File: config.mk
export PLATFORM = sky130hd
export DESIGN_NAME = systolic_unary_sched
export DESIGN_NICKNAME = d
export VERILOG_FILES = /design/src/rtl/systolic_unary_sched_pkg.sv /design/src/rtl/systolic_unary_sched_phase_counter.sv /design/src/rtl/systolic_unary_sched.sv
export SDC_FILE = /design/constraint.sdc
export NUM_CORES = 1
export LEC_CHECK = 0
export CORE_MARGIN = 2
export CORE_UTILIZATION = 45
export DETAILED_ROUTE_END_ITERATION = 6
export PLACE_DENSITY = 0.77
export SYNTH_ARGS = -nofsm -noshare
export SYNTH_HDL_FRONTEND = slang
export SYNTH_SLANG_ARGS = --single-unit
File: constraint.sdc
create_clock -name clk -period 2.5 [get_ports clk]
set_clock_uncertainty 0.2 [all_clocks]
set_input_delay 0.5 -clock clk [delete_from_list [all_inputs] [get_ports clk]]
set_output_delay 0.5 -clock clk [all_outputs]
set_load 0.005 [all_outputs]
File: src/rtl/systolic_unary_sched_pkg.sv
// Shared types and schedule-geometry helpers for the unary systolic sequencer.
package systolic_unary_sched_pkg;

  typedef enum logic [1:0] {
    ST_IDLE = 2'd0,
    ST_RUN  = 2'd1,
    ST_DONE = 2'd2
  } state_e;

  // Cycles per phase: full unary sweep of 2^size steps plus two boundary cycles.
  function automatic int unsigned phase_len(input int unsigned size);
    return (32'd1 << size) + 32'd2;
  endfunction

  // Phases between an A row entering lane 0 and its C row leaving the array.
  function automatic int unsigned out_lat(input int unsigned a_col, input int unsigned b_col);
    return a_col + b_col - 32'd2;
  endfunction

  // Phases needed to stream every A row in and drain every C row out.
  function automatic int unsigned num_phases(input int unsigned a_row, input int unsigned a_col,
                                             input int unsigned b_col);
    return a_row + out_lat(a_col, b_col);
  endfunction

  // Row index width, with one spare bit of headroom.
  function automatic int unsigned row_w(input int unsigned a_row);
    return $clog2(a_row) + 32'd1;
  endfunction

endpackage

File: src/rtl/systolic_unary_sched_phase_counter.sv
// Wrapping counter with enable, clear and terminal-count flag; drives unary_cnt.
module systolic_unary_sched_phase_counter #(
  parameter int unsigned WIDTH = 5,
  parameter int unsigned TERM  = 17
) (
  input  logic             i_clk,
  input  logic             i_reset,
  input  logic             i_en,
  input  logic             i_clr,
  output logic [WIDTH-1:0] o_cnt,
  output logic             o_tc
);

  localparam logic [WIDTH-1:0] TERM_V = WIDTH'(TERM);

  logic [WIDTH-1:0] r_cnt;

  // Count up while enabled, wrap to zero after the terminal value.
  always_ff @(posedge i_clk) begin
    if (i_reset || i_clr) begin
      r_cnt <= '0;
    end else if (i_en) begin
      r_cnt <= o_tc ? '0 : r_cnt + WIDTH'(1);
    end
  end

  assign o_cnt = r_cnt;
  assign o_tc  = (r_cnt == TERM_V);

endmodule

File: src/rtl/systolic_unary_sched.sv
// Job sequencer for a unary-coded systolic array: sweeps the magnitude counter,
// strobes phase boundaries, and schedules A lanes and C captures per phase.
module systolic_unary_sched
  import systolic_unary_sched_pkg::*;
#(
  parameter  int unsigned SIZE  = 4,
  parameter  int unsigned A_ROW = 2,
  parameter  int unsigned A_COL = 2,
  parameter  int unsigned B_COL = 2,
  localparam int unsigned ROW_W = row_w(A_ROW)
) (
  input  logic                        clk,
  input  logic                        reset,
  input  logic                        start,
  input  logic                        hold,
  output logic                        busy,
  output logic [SIZE:0]               unary_cnt,
  output logic                        data_clk,
  output logic [A_COL-1:0]            lane_valid,
  output logic [A_COL-1:0][ROW_W-1:0] lane_row,
  output logic                        c_capture,
  output logic [ROW_W-1:0]            c_row,
  output logic                        done
);

  localparam int unsigned PLEN    = phase_len(SIZE);
  localparam int unsigned OUT_LAT = out_lat(A_COL, B_COL);
  localparam int unsigned NUM_PH  = num_phases(A_ROW, A_COL, B_COL);
  localparam int unsigned PW      = $clog2(NUM_PH + 1);
  localparam int unsigned CW      = SIZE + 1;
  localparam logic [PW-1:0] LAST_P = PW'(NUM_PH - 1);

  state_e        r_state;
  logic [PW-1:0] r_p;
  logic          w_run;
  logic          w_adv;
  logic          w_tc;
  logic          w_dclk;
  logic [31:0]   w_pv;

  assign w_run  = (r_state == ST_RUN);
  assign w_adv  = w_run && !hold;
  assign w_dclk = w_adv && w_tc;
  assign w_pv   = 32'(r_p);

  // Magnitude sweep: cleared outside RUN, frozen while held.
  systolic_unary_sched_phase_counter #(
    .WIDTH (CW),
    .TERM  (PLEN - 1)
  ) u_unary_cnt (
    .i_clk   (clk),
    .i_reset (reset),
    .i_en    (w_adv),
    .i_clr   (!w_run),
    .o_cnt   (unary_cnt),
    .o_tc    (w_tc)
  );

  // Job FSM and phase counter; phase advances only on a phase-boundary strobe.
  always_ff @(posedge clk) begin
    if (reset) begin
      r_state <= ST_IDLE;
      r_p     <= '0;
    end else begin
      case (r_state)
        ST_IDLE: begin
          r_p <= '0;
          if (start && !hold) r_state <= ST_RUN;
        end
        ST_RUN: begin
          if (w_dclk) begin
            r_p <= r_p + PW'(1);
            if (r_p == LAST_P) r_state <= ST_DONE;
          end
        end
        ST_DONE: r_state <= ST_IDLE;
        default: r_state <= ST_IDLE;
      endcase
    end
  end

  // Lane j is skewed by j phases: it carries A row (p - j) while that row exists.
  always_comb begin
    lane_valid = '0;
    lane_row   = '0;
    if (w_run) begin
      for (int unsigned j = 0; j < A_COL; j++) begin
        if ((w_pv >= j) && ((w_pv - j) < A_ROW)) begin
          lane_valid[j] = 1'b1;
          lane_row[j]   = ROW_W'(w_pv - j);
        end
      end
    end
  end

  // C row (p - OUT_LAT) reaches the bottom of the array at this phase boundary.
  always_comb begin
    c_capture = w_dclk && (w_pv >= OUT_LAT);
    c_row     = c_capture ? ROW_W'(w_pv - OUT_LAT) : '0;
  end

  assign data_clk = w_dclk;
  assign busy     = (r_state != ST_IDLE);
  assign done     = (r_state == ST_DONE);

endmodule

### Yosys cells after proc, flatten, opt, wreduce, memory -nomap -nowiden

Index checks and enable logic that the tools add are counted.

* word-level logic and storage cells: 47
* flip-flop bits (word level): 10
* output and inout port bits: 17

* add/subtract/negate cells: 4
* reduce and logical (&&, ||, !) cells: 14
* eq/ne operators: 7
* order comparisons: 5
* mux-type cells: 14

Operators by type and width (number)
* $lt A32 B2 Y1 const B: 1
* $mux W2: 7
* $ge A3 B1 Y1 const B: 2
* $logic_and A1 B1 Y1: 6
* $pmux W3 S2: 1
* $add A5 B1 Y5 const B: 1
* $eq A5 B5 Y1 const B: 1
* $mux W5: 1
* $mux W4: 1
* $ne A2 B1 Y1 const B: 2
* $pmux W2 S2: 1
* $reduce_bool A2 Y1: 2
* $sub A3 B1 Y4 const B: 1
* $add A3 B1 Y3 const B: 1
* $eq A3 B2 Y1 const B: 1
* $ge A3 B2 Y1 const B: 1
* $lt A3 B2 Y1 const B: 1
* $mux W3: 1
* $reduce_and A3 Y1: 1
* $eq A2 B1 Y1 const B: 1
* $eq A2 B2 Y1 const B: 1
* $logic_not A1 Y1: 2
* $logic_not A2 Y1: 1
* $mux W1: 2
* other kinds (4): 4

### Depth between registers and ports, before layout

* depth after elaboration: 5
* depth in mapped cells: 6
* depth with buffers taken out: 5

### Cells and area by module

From an unflattened synthesis, not the netlist that was laid out.

* cells, all modules: 83
* area total of the unflattened synthesis: 743.2 µm²

Modules (own cells, without submodules)
* systolic_unary_sched: cells an instance 54, instances 1, area each 476.7 µm²
* systolic_unary_sched_phase_counter: cells an instance 29, instances 1, area each 266.5 µm²

### Worst setup path after synthesis

No wires, ideal clock.

* kind: reg2out
* start: register r_p[1]
* end: output port lane_row[2] (netlist bit)
* slack: 0.305 ns
* cell stages (with the launch flop): 7
* data arrival time: 1.495 ns
* path buffers: 1
* data required time: 1.800 ns
* path through: dfxtp_1 > clkbuf_1 > inv_1 > ha_1 > ha_1 > nand2_1 > a2111oi_0

RTL lines
* from (decl): RTL line systolic_unary_sched.sv:34 `logic [PW-1:0] r_p;`
* from (signal assigned): RTL line systolic_unary_sched.sv:72 `r_p <= r_p + PW'(1);`
* to (decl): RTL line systolic_unary_sched.sv:20 `output logic [A_COL-1:0][ROW_W-1:0] lane_row,`

==> impl_metrics.py <==
metrics = {
    "run_status": {
        "outcome": "finished clean",
    },
    "global_route": {
        "antenna_found_initial": 0,
        "grt_pass1_wl_um": 3060,
        "overflow": 0,
        "grt_pass1_vias": 715,
        "grt_util_all_layers": 0.219,
        "grt_max_degree": 10,
    },
    "cells_and_area": {
        "seq_area_um2": 204,
        "nets": 124,
        "multiInputGateArea_um2": 459,
        "drive_above_1_share": 0.270,
        "diodes": 0,
        "area_growth_pct": 46.8,
        "final_cell_mix": "buf_4 (12), clkdlybuf4s50_1 (11), ha_1 (7), dfxtp_1 (7)",
        "nFillCells": 141,
        "final_common_cell": "buf_4",
    },
    "timing": {
        "fin_crit_ns": 2.44,
        "hold_violations": 0,
        "fmax_mhz": 410,
        "rsz0062_at_grt": "true",
        "maxSlewViolCount": 0,
        "finalSetupViolations": 0,
        "period_share": 0.975,
        "hold_ws_ns": 0.328,
        "timing.final.ws_setup_ns": 0.0625,
    },
    "routing": {
        "dr.pass1.iters": 4,
        "wl_per_cell_um": 13.3,
        "vias_per_cell": 5.62,
        "num_vias": 714,
        "drt-total-wl_um": 1680,
        "ant_nets": 0,
        "drtIter0Drc": 7,
        "drc": 0,
    },
    "power_and_ir_drop": {
        "power_switching_w": 0.0000835,
        "sw_frac_of_total": 0.236,
        "pwr-share-seq": 0.463,
        "p_per_area_nw_per_um2": 352,
        "clock_power_share": 0.430,
        "p_int_w": 0.000270,
        "irDropWorstVdd_uv": 321,
        "leakage_nw": 0.400,
        "combPwrFrac": 0.107,
    },
    "place": {
        "pre_cts_slack_ns": -0.207,
        "place_hpwl_um": 1210,
        "gp_congestion": 0.824,
        "portBuffers": 18,
    },
    "clocking": {
        "hold_buffers": 0,
        "clockRootBuffer": "clkbuf_4",
        "numCtsBuffers": 3,
        "insertion_delay_ns": 0.27,
        "path_clk_slew_ns": 0.07,
        "numClockSinks": 10,
        "htreeDepth": 1,
        "cts_tree": "yes",
        "cts.path.max_buffers": 2,
    },
    "setup_path": {
        "rr_startpoint": "r_state[1]",
        "cp.required_ns": 1.80,
        "crit_fanout": 2,
        "crit_type": "reg2out",
        "crit_family": "adder cells",
        "cp_data_arrival_time_ns": 1.74,
        "cp-start-kind": "register",
        "critical_path.most_common_cell": "ha_1",
        "crit_chain": "inv_1, ha_1, ha_1, nand2_1, a2111oi_1, dlygate4sd2_1",
        "worst_path_largest_cell_delay_ns": 0.33,
        "crit_slowest_cell": "dfxtp_1",
        "path_buf_inv": 2,
        "timing.critical_path.from": "r_p[0]",
        "crit_path_end_kind": "output port",
    },
    "logic_synthesis": {
        "syn_area_um2": 684,
        "yosysWarnings": 0,
        "synth_compound_area_frac": 0.190,
        "syn_inst": 83,
        "ys_seq_elements": 10,
        "yosysSeqAreaShare": 0.293,
        "synthAdderAreaFrac": 0.146,
        "post_synth_mux_area_share": 0,
        "ys_types": 31,
        "synth.avg_cell_area_um2": 8.25,
        "synthSimpleGateAreaFrac": 0.282,
        "yosys.area.top_type": "dfxtp_1",
        "synth_top_family_by_area": "simple AND/OR/NAND/NOR gates",
        "synth_area_leaders": "dfxtp_1 (29%), ha_1 (15%), nor3_1 (4.4%)",
        "synth_top_area_share": 0.293,
        "synthXorXnorAreaFrac": 0,
    },
    "floorplan": {
        "rows": 14,
        "dieArea_um2": 1850,
        "placeableCoreArea_um2": 1470,
        "die_x_um": 43,
        "io_pins": 21,
        "die_h_um": 43,
        "initial_core_util": 0.465,
    },
    "worst_hold_path": {
        "hold_path.class": "reg2reg",
        "holdCritStartpoint": "u_unary_cnt.o_cnt[1]",
    },
    "job": {
        "cap_violations": 0,
    },
}
==> worst reg2reg max path: cells and delay by family (launching register included) <==
family | cells | cell delay (ns)
DFF | 1 | 0.36
AOI/OAI and AO/OA | 1 | 0.14
and+or+nand+nor | 2 | 0.90
==> Yosys cell counts <==
cell and count:
a2111oi_0 2, a21oi_1 5, a221oi_1 1, a311oi_1 2
a31oi_1 2, a41oi_1 1, and2b_2 1, and4bb_2 1
buf_4 2, clkbuf_1 4, clkbuf_2 1, conb_1 1
dfxtp_1 10, ha_1 8, inv_1 6, nand2_1 6
nand2b_1 1, nand3_1 4, nand4bb_1 1, nor2_1 3
nor3_1 6, nor3b_2 1, nor4_1 1, o211ai_1 3
o21ai_0 2, o21bai_1 1, or2_2 1, or2b_2 1
or3_1 3, or3b_1 1, or3b_2 1
==> flip-flops by register name (all words and copies together) (netlist names) <==
name               count
r_state                2
r_p                    3
u_unary_cnt.o_cnt      5
==> power groups by stage <==
stage          combinational, W  sequential [W]  clock (W)
4_1_cts               0.0000371        0.000163   0.000154
3_3_place_gp          0.0000347        0.000167          0
6_report              0.0000378        0.000164   0.000152
3_5_place_dp          0.0000354        0.000167          0
5_1_grt               0.0000414        0.000164   0.000162
2_1_floorplan         0.0000203        0.000167          0
==> area by class of cell <==
class	instances	share of cell area
clock buffers	4	0.0361
inverters	6	0.0224
multi-input cells	61	0.457
flip-flops and latches	10	0.203
well taps	16	0.0199
repair buffers	30	0.262
==> per-stage QoR <==
| step | total power (W) | area, um2 | TNS (ns) | instances | utilization |
|---|---|---|---|---|---|
| after floorplan | 0.000187 | 688 | 0 | 84 | - |
| after global placement | 0.000202 | 913 | -0.508 | 119 | 0.621 |
| after detailed placement | 0.000203 | 913 | -0.557 | 119 | 0.621 |
| after CTS | 0.000355 | 991 | 0 | 127 | 0.673 |
| after global routing | 0.000368 | 1000 | -0.0321 | 127 | 0.683 |
| final | 0.000354 | 1000 | 0 | 127 | 0.683 |
==> worst paths after layout <==
check / endpoint / slack, ns / cells past startpoint
worst max-delay path: lane_row[2] / 0.06 / 6
worst min-delay path: u_unary_cnt.o_cnt[1] / 0.33 / 2
worst max register to register: u_unary_cnt.o_cnt[3] / 0.84 / 3
worst min register to register: u_unary_cnt.o_cnt[1] / 0.33 / 2
==> cells by family after synthesis <==
| logic type | count (synthesis) |
|---|---|
| buffers and inverters | 13 |
| adders and majority gates | 8 |
| and+or+nand+nor | 32 |
| DFF | 10 |
| AOI/OAI and AO/OA | 19 |
| other | 1 |
==> per-layer routing <==
layer / global-route usage / part of all wire / up-vias / routed length (um)
li1: - / - / 355 / -
met1: 0.271 / 0.43 / 330 / 718
met2: 0.367 / 0.51 / 23 / 857
met3: 0.0255 / 0.037 / 6 / 62
met4: 0.115 / 0.026 / 0 / 44
met5: 0 / 0 / - / 0
==> timing repair <==
item,4_1_cts,5_1_grt
cloned,0,0
setup endpoints to repair,6,3
gates resized for setup,15,4
setup buffers,4,0
pin swaps,0,0
Note: power is estimated with default switching activity, not from simulation.
